==> src/rtl/pipe_hazard_ctrl_pkg.sv <==
// rtl/pipe_hazard_ctrl_pkg.sv - shared constants for the pipeline hazard controller
package pipe_hazard_ctrl_pkg;

  localparam int REG_W = 3;

  // PC mux selections
  localparam logic [1:0] PC_SEL_NEXT   = 2'b00;
  localparam logic [1:0] PC_SEL_BRANCH = 2'b01;
  localparam logic [1:0] PC_SEL_INT    = 2'b10;
  localparam logic [1:0] PC_SEL_RESET  = 2'b11;

  // Controller state encoding
  localparam logic [2:0] ST_RUN         = 3'd0;
  localparam logic [2:0] ST_WIDE_HI     = 3'd1;
  localparam logic [2:0] ST_INT_DRAIN   = 3'd2;
  localparam logic [2:0] ST_INT_PUSH_LO = 3'd3;
  localparam logic [2:0] ST_INT_PUSH_HI = 3'd4;
  localparam logic [2:0] ST_INT_VEC     = 3'd5;

endpackage

==> src/rtl/pipe_hazard_ctrl_if.sv <==
// rtl/pipe_hazard_ctrl_if.sv - datapath <-> hazard controller signal bundle
interface pipe_hazard_ctrl_if #(
  parameter int REG_W = pipe_hazard_ctrl_pkg::REG_W
);
  logic             i_int;
  logic [REG_W-1:0] i_fd_Rsrc1;
  logic [REG_W-1:0] i_fd_Rsrc2;
  logic             i_fd_use1;
  logic             i_fd_use2;
  logic             i_da_mem_read;
  logic [REG_W-1:0] i_da_Rdst;
  logic             i_branch_taken;
  logic             i_am_wide;
  logic             o_pc_en;
  logic [1:0]       o_pc_sel;
  logic             o_fd_en;
  logic             o_fd_flush;
  logic             o_da_en;
  logic             o_da_flush;
  logic             o_am_en;
  logic             o_mw_en;
  logic             o_mw_flush;
  logic             o_mem_half;
  logic             o_int_push;
  logic             o_int_ack;

  // Datapath side: supplies stage status, consumes control
  modport master (
    output i_int, i_fd_Rsrc1, i_fd_Rsrc2, i_fd_use1, i_fd_use2,
           i_da_mem_read, i_da_Rdst, i_branch_taken, i_am_wide,
    input  o_pc_en, o_pc_sel, o_fd_en, o_fd_flush, o_da_en, o_da_flush,
           o_am_en, o_mw_en, o_mw_flush, o_mem_half, o_int_push, o_int_ack
  );

  // Controller side
  modport slave (
    input  i_int, i_fd_Rsrc1, i_fd_Rsrc2, i_fd_use1, i_fd_use2,
           i_da_mem_read, i_da_Rdst, i_branch_taken, i_am_wide,
    output o_pc_en, o_pc_sel, o_fd_en, o_fd_flush, o_da_en, o_da_flush,
           o_am_en, o_mw_en, o_mw_flush, o_mem_half, o_int_push, o_int_ack
  );
endinterface

==> src/rtl/pipe_hazard_ctrl_hazard_detect.sv <==
// rtl/pipe_hazard_ctrl_hazard_detect.sv - load-use hazard comparator
module hazard_detect #(
  parameter int REG_W = pipe_hazard_ctrl_pkg::REG_W
) (
  input  logic             mem_read,
  input  logic [REG_W-1:0] rdst,
  input  logic [REG_W-1:0] rsrc1,
  input  logic [REG_W-1:0] rsrc2,
  input  logic             use1,
  input  logic             use2,
  output logic             stall_lu
);
  // A load in ALU feeding a source the decode instruction actually reads
  assign stall_lu = mem_read && ((use1 && (rsrc1 == rdst)) || (use2 && (rsrc2 == rdst)));
endmodule

==> src/rtl/pipe_hazard_ctrl.sv <==
// rtl/pipe_hazard_ctrl.sv - pipeline enable/flush, PC select and interrupt entry FSM
module pipe_hazard_ctrl
  import pipe_hazard_ctrl_pkg::*;
#(
  parameter int REG_W        = 3,
  parameter int DRAIN_CYCLES = 3,
  parameter int CNT_W        = 3
) (
  input  logic clk,
  input  logic rst,
  pipe_hazard_ctrl_if.slave bus
);

  logic [2:0]       state, state_nxt;
  logic [CNT_W-1:0] cnt, cnt_nxt;
  logic             ret_drain, ret_drain_nxt;
  logic             stall_lu;
  logic             run_events, drain_step, wide_first;

  logic       pc_en, fd_en, fd_flush, da_en, da_flush, am_en, mw_en, mw_flush;
  logic       mem_half, int_push, int_ack;
  logic [1:0] pc_sel;

  hazard_detect #(.REG_W(REG_W)) u_hazard_detect (
    .mem_read (bus.i_da_mem_read),
    .rdst     (bus.i_da_Rdst),
    .rsrc1    (bus.i_fd_Rsrc1),
    .rsrc2    (bus.i_fd_Rsrc2),
    .use1     (bus.i_fd_use1),
    .use2     (bus.i_fd_use2),
    .stall_lu (stall_lu)
  );

  // Classify the cycle: first half of a wide access, a normal RUN-style cycle,
  // or a drain cycle (WIDE_HI returns to draining when it interrupted a drain)
  always_comb begin
    wide_first = bus.i_am_wide && ((state == ST_RUN) || (state == ST_INT_DRAIN));
    run_events = ((state == ST_RUN) && !bus.i_am_wide) || ((state == ST_WIDE_HI) && !ret_drain);
    drain_step = ((state == ST_INT_DRAIN) && !bus.i_am_wide) || ((state == ST_WIDE_HI) && ret_drain);
  end

  // Output muxing and next-state selection
  always_comb begin
    pc_en = 1'b1; pc_sel = PC_SEL_NEXT;
    fd_en = 1'b1; fd_flush = 1'b0;
    da_en = 1'b1; da_flush = 1'b0;
    am_en = 1'b1; mw_en = 1'b1; mw_flush = 1'b0;
    mem_half = (state == ST_WIDE_HI) || (state == ST_INT_PUSH_HI);
    int_push = 1'b0; int_ack = 1'b0;
    state_nxt = state; cnt_nxt = cnt; ret_drain_nxt = ret_drain;

    if (wide_first) begin
      // Freeze everything upstream of mem while the low half is accessed
      pc_en = 1'b0; fd_en = 1'b0; da_en = 1'b0; am_en = 1'b0; mw_flush = 1'b1;
      ret_drain_nxt = (state == ST_INT_DRAIN);
      state_nxt = ST_WIDE_HI;
    end

    if (run_events) begin
      state_nxt = ST_RUN;
      if (bus.i_branch_taken) begin
        pc_sel = PC_SEL_BRANCH; fd_flush = 1'b1; da_flush = 1'b1;
      end else if (stall_lu) begin
        pc_en = 1'b0; fd_en = 1'b0; da_flush = 1'b1;
      end else if ((state == ST_RUN) && bus.i_int) begin
        state_nxt = ST_INT_DRAIN;
        cnt_nxt = CNT_W'(DRAIN_CYCLES - 1);
      end
    end

    if (drain_step) begin
      // Stop fetching; a late branch still redirects so the saved PC is its target
      pc_en = 1'b0; fd_flush = 1'b1;
      if (bus.i_branch_taken) begin
        pc_sel = PC_SEL_BRANCH; pc_en = 1'b1; da_flush = 1'b1;
      end
      if (cnt == '0) begin
        state_nxt = ST_INT_PUSH_LO;
      end else begin
        state_nxt = ST_INT_DRAIN;
        cnt_nxt = cnt - CNT_W'(1);
      end
    end

    case (state)
      ST_INT_PUSH_LO: begin
        int_push = 1'b1; pc_en = 1'b0; fd_flush = 1'b1; da_flush = 1'b1;
        state_nxt = ST_INT_PUSH_HI;
      end
      ST_INT_PUSH_HI: begin
        int_push = 1'b1; pc_en = 1'b0; fd_flush = 1'b1; da_flush = 1'b1;
        state_nxt = ST_INT_VEC;
      end
      ST_INT_VEC: begin
        pc_sel = PC_SEL_INT; fd_flush = 1'b1; int_ack = 1'b1;
        state_nxt = ST_RUN;
      end
      ST_RUN, ST_WIDE_HI, ST_INT_DRAIN: ;
      default: state_nxt = ST_RUN;
    endcase

    if (rst) begin
      pc_en = 1'b0; pc_sel = PC_SEL_RESET;
      fd_en = 1'b0; fd_flush = 1'b1;
      da_en = 1'b0; da_flush = 1'b1;
      am_en = 1'b0; mw_en = 1'b0; mw_flush = 1'b1;
      mem_half = 1'b0; int_push = 1'b0; int_ack = 1'b0;
    end
  end

  // State, drain counter and wide-return flag
  always_ff @(posedge clk or posedge rst) begin
    if (rst) begin
      state     <= ST_RUN;
      cnt       <= '0;
      ret_drain <= 1'b0;
    end else begin
      state     <= state_nxt;
      cnt       <= cnt_nxt;
      ret_drain <= ret_drain_nxt;
    end
  end

  assign bus.o_pc_en    = pc_en;
  assign bus.o_pc_sel   = pc_sel;
  assign bus.o_fd_en    = fd_en;
  assign bus.o_fd_flush = fd_flush;
  assign bus.o_da_en    = da_en;
  assign bus.o_da_flush = da_flush;
  assign bus.o_am_en    = am_en;
  assign bus.o_mw_en    = mw_en;
  assign bus.o_mw_flush = mw_flush;
  assign bus.o_mem_half = mem_half;
  assign bus.o_int_push = int_push;
  assign bus.o_int_ack  = int_ack;

endmodule

==> src/flat_wrapper.sv <==
// flat-port wrapper written by rule: the top's interface ports become plain ports
module pipe_hazard_ctrl_flat import pipe_hazard_ctrl_pkg::*;
#(
  parameter int REG_W        = 3,
  parameter int DRAIN_CYCLES = 3,
  parameter int CNT_W        = 3
)
  (clk, rst, bus_i_int, bus_i_fd_Rsrc1, bus_i_fd_Rsrc2, bus_i_fd_use1, bus_i_fd_use2, bus_i_da_mem_read, bus_i_da_Rdst, bus_i_branch_taken, bus_i_am_wide, bus_o_pc_en, bus_o_pc_sel, bus_o_fd_en, bus_o_fd_flush, bus_o_da_en, bus_o_da_flush, bus_o_am_en, bus_o_mw_en, bus_o_mw_flush, bus_o_mem_half, bus_o_int_push, bus_o_int_ack);
  pipe_hazard_ctrl_if #(.REG_W(REG_W)) bus_i ();
  input  logic clk;
  input  logic rst;
  input wire logic [$bits(bus_i.i_int)-1:0] bus_i_int;
  input wire logic [$bits(bus_i.i_fd_Rsrc1)-1:0] bus_i_fd_Rsrc1;
  input wire logic [$bits(bus_i.i_fd_Rsrc2)-1:0] bus_i_fd_Rsrc2;
  input wire logic [$bits(bus_i.i_fd_use1)-1:0] bus_i_fd_use1;
  input wire logic [$bits(bus_i.i_fd_use2)-1:0] bus_i_fd_use2;
  input wire logic [$bits(bus_i.i_da_mem_read)-1:0] bus_i_da_mem_read;
  input wire logic [$bits(bus_i.i_da_Rdst)-1:0] bus_i_da_Rdst;
  input wire logic [$bits(bus_i.i_branch_taken)-1:0] bus_i_branch_taken;
  input wire logic [$bits(bus_i.i_am_wide)-1:0] bus_i_am_wide;
  output wire logic [$bits(bus_i.o_pc_en)-1:0] bus_o_pc_en;
  output wire logic [$bits(bus_i.o_pc_sel)-1:0] bus_o_pc_sel;
  output wire logic [$bits(bus_i.o_fd_en)-1:0] bus_o_fd_en;
  output wire logic [$bits(bus_i.o_fd_flush)-1:0] bus_o_fd_flush;
  output wire logic [$bits(bus_i.o_da_en)-1:0] bus_o_da_en;
  output wire logic [$bits(bus_i.o_da_flush)-1:0] bus_o_da_flush;
  output wire logic [$bits(bus_i.o_am_en)-1:0] bus_o_am_en;
  output wire logic [$bits(bus_i.o_mw_en)-1:0] bus_o_mw_en;
  output wire logic [$bits(bus_i.o_mw_flush)-1:0] bus_o_mw_flush;
  output wire logic [$bits(bus_i.o_mem_half)-1:0] bus_o_mem_half;
  output wire logic [$bits(bus_i.o_int_push)-1:0] bus_o_int_push;
  output wire logic [$bits(bus_i.o_int_ack)-1:0] bus_o_int_ack;
  assign bus_i.i_int = bus_i_int;
  assign bus_i.i_fd_Rsrc1 = bus_i_fd_Rsrc1;
  assign bus_i.i_fd_Rsrc2 = bus_i_fd_Rsrc2;
  assign bus_i.i_fd_use1 = bus_i_fd_use1;
  assign bus_i.i_fd_use2 = bus_i_fd_use2;
  assign bus_i.i_da_mem_read = bus_i_da_mem_read;
  assign bus_i.i_da_Rdst = bus_i_da_Rdst;
  assign bus_i.i_branch_taken = bus_i_branch_taken;
  assign bus_i.i_am_wide = bus_i_am_wide;
  assign bus_o_pc_en = bus_i.o_pc_en;
  assign bus_o_pc_sel = bus_i.o_pc_sel;
  assign bus_o_fd_en = bus_i.o_fd_en;
  assign bus_o_fd_flush = bus_i.o_fd_flush;
  assign bus_o_da_en = bus_i.o_da_en;
  assign bus_o_da_flush = bus_i.o_da_flush;
  assign bus_o_am_en = bus_i.o_am_en;
  assign bus_o_mw_en = bus_i.o_mw_en;
  assign bus_o_mw_flush = bus_i.o_mw_flush;
  assign bus_o_mem_half = bus_i.o_mem_half;
  assign bus_o_int_push = bus_i.o_int_push;
  assign bus_o_int_ack = bus_i.o_int_ack;
  pipe_hazard_ctrl #(.REG_W(REG_W), .DRAIN_CYCLES(DRAIN_CYCLES), .CNT_W(CNT_W)) u_core (.clk(clk), .rst(rst), .bus(bus_i));
endmodule
==> config.mk <==
export PLATFORM = sky130hd
export DESIGN_NAME = pipe_hazard_ctrl_flat
export DESIGN_NICKNAME = d
export VERILOG_FILES = /design/src/rtl/pipe_hazard_ctrl_pkg.sv /design/src/rtl/pipe_hazard_ctrl_if.sv /design/src/rtl/pipe_hazard_ctrl_hazard_detect.sv /design/src/rtl/pipe_hazard_ctrl.sv /design/src/flat_wrapper.sv
export SDC_FILE = /design/constraint.sdc
export NUM_CORES = 1
export LEC_CHECK = 0
export CAP_MARGIN = 20
export CORE_UTILIZATION = 37
export DETAILED_ROUTE_END_ITERATION = 10
export PLACE_DENSITY = 0.75
export SKIP_LAST_GASP = 1
export SYNTH_ARGS = -nofsm -noshare
export SYNTH_HDL_FRONTEND = slang
export SYNTH_HIERARCHICAL = 1
export SYNTH_SLANG_ARGS = --single-unit
export TNS_END_PERCENT = 50
==> constraint.sdc <==
create_clock -name clk -period 1.12 [get_ports clk]
set_input_delay 0.112 -clock clk [delete_from_list [all_inputs] [get_ports clk]]
set_output_delay 0.112 -clock clk [all_outputs]
set_load 0.05 [all_outputs]
Word-level counts from Yosys, hierarchy flattened --
Index checks and enable logic that the tools add are counted.
Storage, ports and cells: flip-flop bits (word level) 7, logic and storage cells 82
Cells by class: add/subtract/negate cells 1, equal/unequal tests 8, muxes and demuxes 49, reduce and logical (&&, ||, !) cells 21
Operator list (count):
- 2-to-1 mux 3 bit | 11
- 2-to-1 mux 1 bit | 31
- 2-to-1 mux 2 bit | 6
- logical AND 1 bit | 9
- case mux 3 bit (3 select lines) | 1
- equality test 3 x 2 -> 1 bit, second input constant | 2
- equality test 3 bit | 2
- equality test 3 bit, second input constant | 2
- logical NOT 3 bit | 2
- OR reduction 3 bit | 2
- logical OR 1 bit | 5
- != test 4 x 1 -> 1 bit, second input constant | 1
- equality test 3 x 1 -> 1 bit, second input constant | 1
- subtractor 3 x 1 -> 3 bit, second input constant | 1
- logical NOT 1 bit | 2
- OR reduction 2 bit | 1

Longest topological paths before layout --
Gate-level depths: netlist (run 1).
word-level depth 11, depth in mapped cells 7, gate-level depth less buffers 7

Hierarchy --
Netlist (run 1), hierarchy kept.
Modules (own cells, without submodules):
- pipe_hazard_ctrl | times used 1, cells an instance 77, area each 610.6 um^2, seq. area each 175.2 um^2
- hazard_detect | times used 1, cells an instance 9, area each 72.6 um^2, seq. area each 0.0 um^2

Least setup slack after synthesis (run 1) --
Ideal clock, no wire load.
path type register -> output, from register u_core.state[2], to output bus_o_da_en, arrival 2.235 ns, path slack -1.227 ns, stages on the path, launching flop included 5, buffers on the path 2, cell sequence dfrtp_1 buf_4 o21ai_1 inv_1 buf_4
Between the ends: longest elaborated chain between the ends 5, elaborated cells on any way between the ends 6, classes of those cells 1 x eq/ne; 2 x mux; 3 x reduce/logical
Ends and longest elaborated chain:
- from (decl) | line pipe_hazard_ctrl.sv:14 | logic [2:0] state, state_nxt;
- from (signal assigned) | line pipe_hazard_ctrl.sv:118 | state <= state_nxt;
- equality test 3 x 2 -> 1 bit / logical NOT 3 bit (equally long branches) | line pipe_hazard_ctrl.sv:37 | wide_first = bus.i_am_wide && ((state == ST_RUN) || (state == ST_INT_DRAIN));
- logical OR 1 bit * | line pipe_hazard_ctrl.sv:37
- logical AND 1 bit * | line pipe_hazard_ctrl.sv:37
- 2-to-1 mux 1 bit * (2 in series)
- to (decl) | line flat_wrapper.sv:25 | output wire logic [$bits(bus_i.o_da_en)-1:0] bus_o_da_en;
Mark *: on every way between the ends. The rest lies on a longest branch, timed or not.

Worst setup path after layout (run 1) --
from register u_core.state[2], to output bus_o_da_flush
Between the ends: longest elaborated chain between the ends 8, elaborated cells on any way between the ends 17, classes of those cells 4 x eq/ne; 5 x mux; 8 x reduce/logical
Ends and longest elaborated chain:
- equality test 3 x 1 -> 1 bit / logical NOT 3 bit (equally long branches) | line pipe_hazard_ctrl.sv:38, pipe_hazard_ctrl.sv:39
- logical AND 1 bit | line pipe_hazard_ctrl.sv:38 | run_events = ((state == ST_RUN) && !bus.i_am_wide) || ((state == ST_WIDE_HI) && !ret_drain);
- logical OR 1 bit | line pipe_hazard_ctrl.sv:38
- 2-to-1 mux 1 bit | line pipe_hazard_ctrl.sv:59 | if (run_events) begin
- 2-to-1 mux 1 bit | line pipe_hazard_ctrl.sv:74 | if (bus.i_branch_taken) begin
- 2-to-1 mux 1 bit | line pipe_hazard_ctrl.sv:71 | if (drain_step) begin
- 2-to-1 mux 1 bit * | line pipe_hazard_ctrl.sv:85 | case (state)
- 2-to-1 mux 1 bit * | line pipe_hazard_ctrl.sv:102 | if (rst) begin
- to (decl) | line flat_wrapper.sv:26 | output wire logic [$bits(bus_i.o_da_flush)-1:0] bus_o_da_flush;
Marks and branches as above.

==> results, run 1 <==
- The accumulated negative setup slack is -6.798 ns.
- The first detailed-routing pass took 4 iterations.
- Entering global routing, the biggest net connects 10 pins.
- The number of register bits inferred by synthesis is 7.
- For this configuration, the core starts out at a cell density of 0.3957.
- The combined area of the multi-input logic cells is 594.3 µm².
- Setup violations remaining at the end of the flow were counted as 19.
- The floorplan core area is 0.001727 mm².
- The primary flip-flop cell chosen by synthesis mapping is sky130_fd_sc_hd__dfrtp_1.
- After detailed placement, the design holds a cell count of 161.
- The die covers 0.002022 mm².
- Summing over every cut layer, the via total after detailed routing is 843.
- Among all cell types in the netlist, the one instantiated most often is sky130_fd_sc_hd__nor2_1.
- Ranked by total cell area, the synthesized netlist is headed by sky130_fd_sc_hd__dfrtp_1 26%, sky130_fd_sc_hd__xnor2_1 9.0%, sky130_fd_sc_hd__nor2_1 6.6%.
- In this run, CTS created clock tree buffers numbering 3.
- The first-pass GRT wire length is 3.857 mm.
- The average vias per placed instance is 4.930.
- Input and output buffers added on the ports amount to 29.
- CTS placed an instance of sky130_fd_sc_hd__clkbuf_4 at the clock tree root.
- At the end of the flow, the number of nets in the layout was 166.
- For this design, the CTS-stage hold fixing added 0 buffers.
- The tool flagged a number of max-cap violations equal to 0.
- The summed instance area of the synthesized netlist is 683.2 µm².
- The die span in y is 44.97 µm.
- The fraction of layout cells with a size suffix above 1 is 0.5479.
- The total overflow left after global routing is 0.
- The final worst-path cycle share is 1.535.
- The endpoint of the worst-slack reg-to-reg timing path is u_core/cnt[2]$_DFF_PP0_.
- The count of antenna diodes in the layout is 0.
- Registers take 178.9 µm².
- The post-synthesis to final-layout area growth is 116.3%.
- The non-filler instance count after layout is 171.
- The die is 44.97 µm wide.
- The total power per unit cell area is 2045 mW/mm².
- The data arrival at the endpoint of the critical path is 1.61 ns.
- The shortest period the worst path allows is 1.719 ns.
- The count of fill cells added during filler insertion is 108.
- For this design the top-level I/O count stands at 30.
- The worst setup path endpoint is bus_o_da_flush.
- In this run the worst setup path begins at u_core/state[2]$_DFFE_PP0P_.
- In the global route stage, overall resource usage came out at 0.2676.
- The share of the synthesized area in the top cell type is 0.2564.
- The number of global-route vias before repair is 888.
- CTS built an H-tree with a depth of 1.
- Clock-pin slew was measured on the worst setup and hold paths at 0.05 ns.
- The number of flops mapped to enable cells by yosys is 0.
- The biggest area contributor in the post-synthesis netlist is sky130_fd_sc_hd__dfrtp_1.
- The peak clock frequency supported by timing is 581.8 MHz.
- The worst setup slack after layout is -0.5988 ns.
- Summed over all cells, the static leakage comes to 0.0006582 µW.
- The startpoint class of the critical path is a flip-flop.
- The net count after synthesis is 105.
- The final reports fail on negative setup slack.
- After detailed routing, the number of remaining DRC violations is 0.
- In this run the cell area measured after placement is 0.001306 mm².
- Setup repair after global routing could not meet its margin everywhere.
- For the pin with the worst max-slew slack, the measured transition is 0.3255 ns.
- The worst relative slew slack is 0.7821.
- The detailed-placement wirelength estimate is 1.729 mm.
- Counting every instance in the synthesized netlist gives 86.
- Between clock sinks in the finished design, the worst skew comes to 0.001101 ns.
- The finished cells cover 0.001478 mm².
- In the final routed layout, each cell accounts on average for 12.94 µm.
- The count of pins over their slew limit is 0.
- The part of the Yosys area used for sequential elements is 0.2564.
- For this block, the routed nets add up to 2.212 mm of wire.
- The number of failing hold endpoints at the final stage is 0.
- After synthesis, the most frequently instantiated cells are 12 x sky130_fd_sc_hd__nor2_1, 8 x sky130_fd_sc_hd__inv_1, 7 x sky130_fd_sc_hd__dfrtp_1, 7 x sky130_fd_sc_hd__xnor2_1, 5 x sky130_fd_sc_hd__nand2_1.
- The standard-cell row count is 15.
- The flow ran to the end, but the final reports show violations.
- The number of sinks on the clock net is 7.
- TritonCTS built the clock tree.
- The category of the most critical setup path is reg -> out.
- The violation count after the first detailed-route iteration is 7.
- The type of the worst min-delay path is in -> async.
- Final hold analysis gives a worst-case slack of 0.3518 ns.
- The source-to-sink clock delay at the later pin of the worst-skew pair is 0.24 ns.
- For the worst flop-to-flop path, the logic depth is 6.
- The peak supply drop is 1.443 mV.
- Along the worst path, the maximum fanout reaches 6.
- The worst setup path is captured at an output pin.
- The reg-to-reg critical path startpoint is u_core/state[2]$_DFFE_PP0P_.
- The number of antenna violations at the first check in global routing is 0.
- The reg-to-reg setup timing slack is -0.31 ns.
- Averaged over all synthesized cells, the footprint is 7.944 µm².
- The unique cell type count in the Yosys netlist is 33.
- At the end of routability-driven placement, the weighted congestion stood at 0.7748.
- Once detail routing completed, the nets flagged for antenna violations numbered 0.
- The critical path required time is 1.01 ns.
- The clock passes through at most 2 buffers.
- The total of warnings raised by yosys is 6.
- The async set-reset flop share out of synthesis is 1.000.
-- timing repair --
item | CTS | global route
setup endpoints to repair | 19 | 20
cloned | 0 | 0
resized for setup | 29 | 8
pin swaps | 16 | 5
hold endpoints to repair | 0 | 0
buffers inserted | 6 | 1
-- where the power goes --
| part | switching (µW) | leakage, µW | internal, µW | total (µW) |
|---|---|---|---|---|
| Clock | 85.8 | 0.0000150 | 135 | 221 |
| Combinational | 1140 | 0.000558 | 1170 | 2320 |
| Sequential | 137 | 0.0000852 | 348 | 485 |
| Total | 1370 | 0.000658 | 1650 | 3020 |
-- registers in the layout, summed over array words and instances, names as in the netlist --
register,cells
u_core/ret_drain,1
u_core/cnt,3
u_core/state,3
-- metal layers --
layer  wire length (µm)  up-vias  global-route usage  part of all wire
li1                   -      418                   -                 -
met1                819      398              0.2843              0.37
met2               1272       20              0.5043              0.58
met3                 73        7             0.03200             0.033
met4                 47        0              0.1455             0.021
met5                  0        -                   0                 0
-- stage by stage --
stage / util / total power (µW) / setup WS, ns
floorplan: - / 1627 / -0.6110
global placement: 0.7565 / 2408 / -0.6365
detailed placement: 0.7565 / 2455 / -0.6934
CTS: 0.8399 / 2938 / -0.5919
global route: 0.8558 / 3217 / -0.6512
finish: 0.8558 / 3022 / -0.5988
-- worst min-delay path by stage --
stage,end,slack [ns],from,cells after the start
6_report,u_core/cnt[2]$_DFF_PP0_,0.35,rst,3
3_5_place_dp,u_core/cnt[0]$_DFF_PP0_,0.55,u_core/cnt[0]$_DFF_PP0_,2
3_3_place_gp,u_core/cnt[0]$_DFF_PP0_,0.55,u_core/cnt[0]$_DFF_PP0_,2
5_1_grt,u_core/ret_drain$_DFFE_PP0P_,0.37,rst,3
2_1_floorplan,u_core/cnt[0]$_DFF_PP0_,0.003,rst,1
4_1_cts,u_core/cnt[2]$_DFF_PP0_,0.34,rst,3
-- area by class of cell --
| cell class | instances | share of cell area |
|---|---|---|
| inverters | 8 | 0.02286 |
| multi-input cells | 67 | 0.4022 |
| well taps | 25 | 0.02117 |
| repair buffers | 60 | 0.4149 |
| clock buffers | 4 | 0.01778 |
| flip-flops and latches | 7 | 0.1211 |
-- kinds of logic after synthesis --
| logic type | synth area share |
|---|---|
| xor gates and xnor gates | 0.08975 |
| DFF | 0.2564 |
| buffers and inverters | 0.08973 |
| muxes | 0.03113 |
| and+or+nand+nor | 0.3370 |
| AOI/OAI and AO/OA | 0.1594 |
| adders and majority gates | 0.03662 |
-- worst max-delay path, cell delays in order (launching register included) --
cell and delay, ns:
sky130_fd_sc_hd__dfrtp_2 0.47, sky130_fd_sc_hd__nor4b_4 0.40, sky130_fd_sc_hd__nor2_4 0.06, sky130_fd_sc_hd__a22o_1 0.22
sky130_fd_sc_hd__nand2_2 0.08, sky130_fd_sc_hd__buf_12 0.13
-- cells in the final DEF, fill, tap and decap left out, types with 2 or more instances in the layout --
cell type                         Yosys  layout
sky130_fd_sc_hd__dlygate4sd2_1        0       9
sky130_fd_sc_hd__inv_2                0       2
sky130_fd_sc_hd__dfrtp_2              0       3
sky130_fd_sc_hd__o21ai_1              2       2
sky130_fd_sc_hd__dfrtp_1              7       4
sky130_fd_sc_hd__buf_6                1       7
sky130_fd_sc_hd__a21oi_1              4       4
sky130_fd_sc_hd__nand2_1              5       3
sky130_fd_sc_hd__nor3b_1              2       2
sky130_fd_sc_hd__nand2b_4             0       2
sky130_fd_sc_hd__nor2_4               1       3
sky130_fd_sc_hd__clkdlybuf4s50_1      0       7
sky130_fd_sc_hd__nand3_1              3       2
sky130_fd_sc_hd__nor2_1              12       6
sky130_fd_sc_hd__o21ai_4              0       4
sky130_fd_sc_hd__clkbuf_4             0       3
sky130_fd_sc_hd__nand4_1              3       3
sky130_fd_sc_hd__xnor2_1              7       7
sky130_fd_sc_hd__buf_12               0       8
sky130_fd_sc_hd__buf_4                2      28
sky130_fd_sc_hd__ha_1                 2       2
sky130_fd_sc_hd__nor3_4               0       2
sky130_fd_sc_hd__inv_1                8       5
sky130_fd_sc_hd__nor2_2               0       4
No activity file was read; power rests on OpenSTA's default activity.
==> run 2: changes to the inputs <==
- CTS_CLUSTER_DIAMETER: not set -> 200
==> results of run 2 <==
No change in the layout: final DEF, timing and power equal those of run 1.
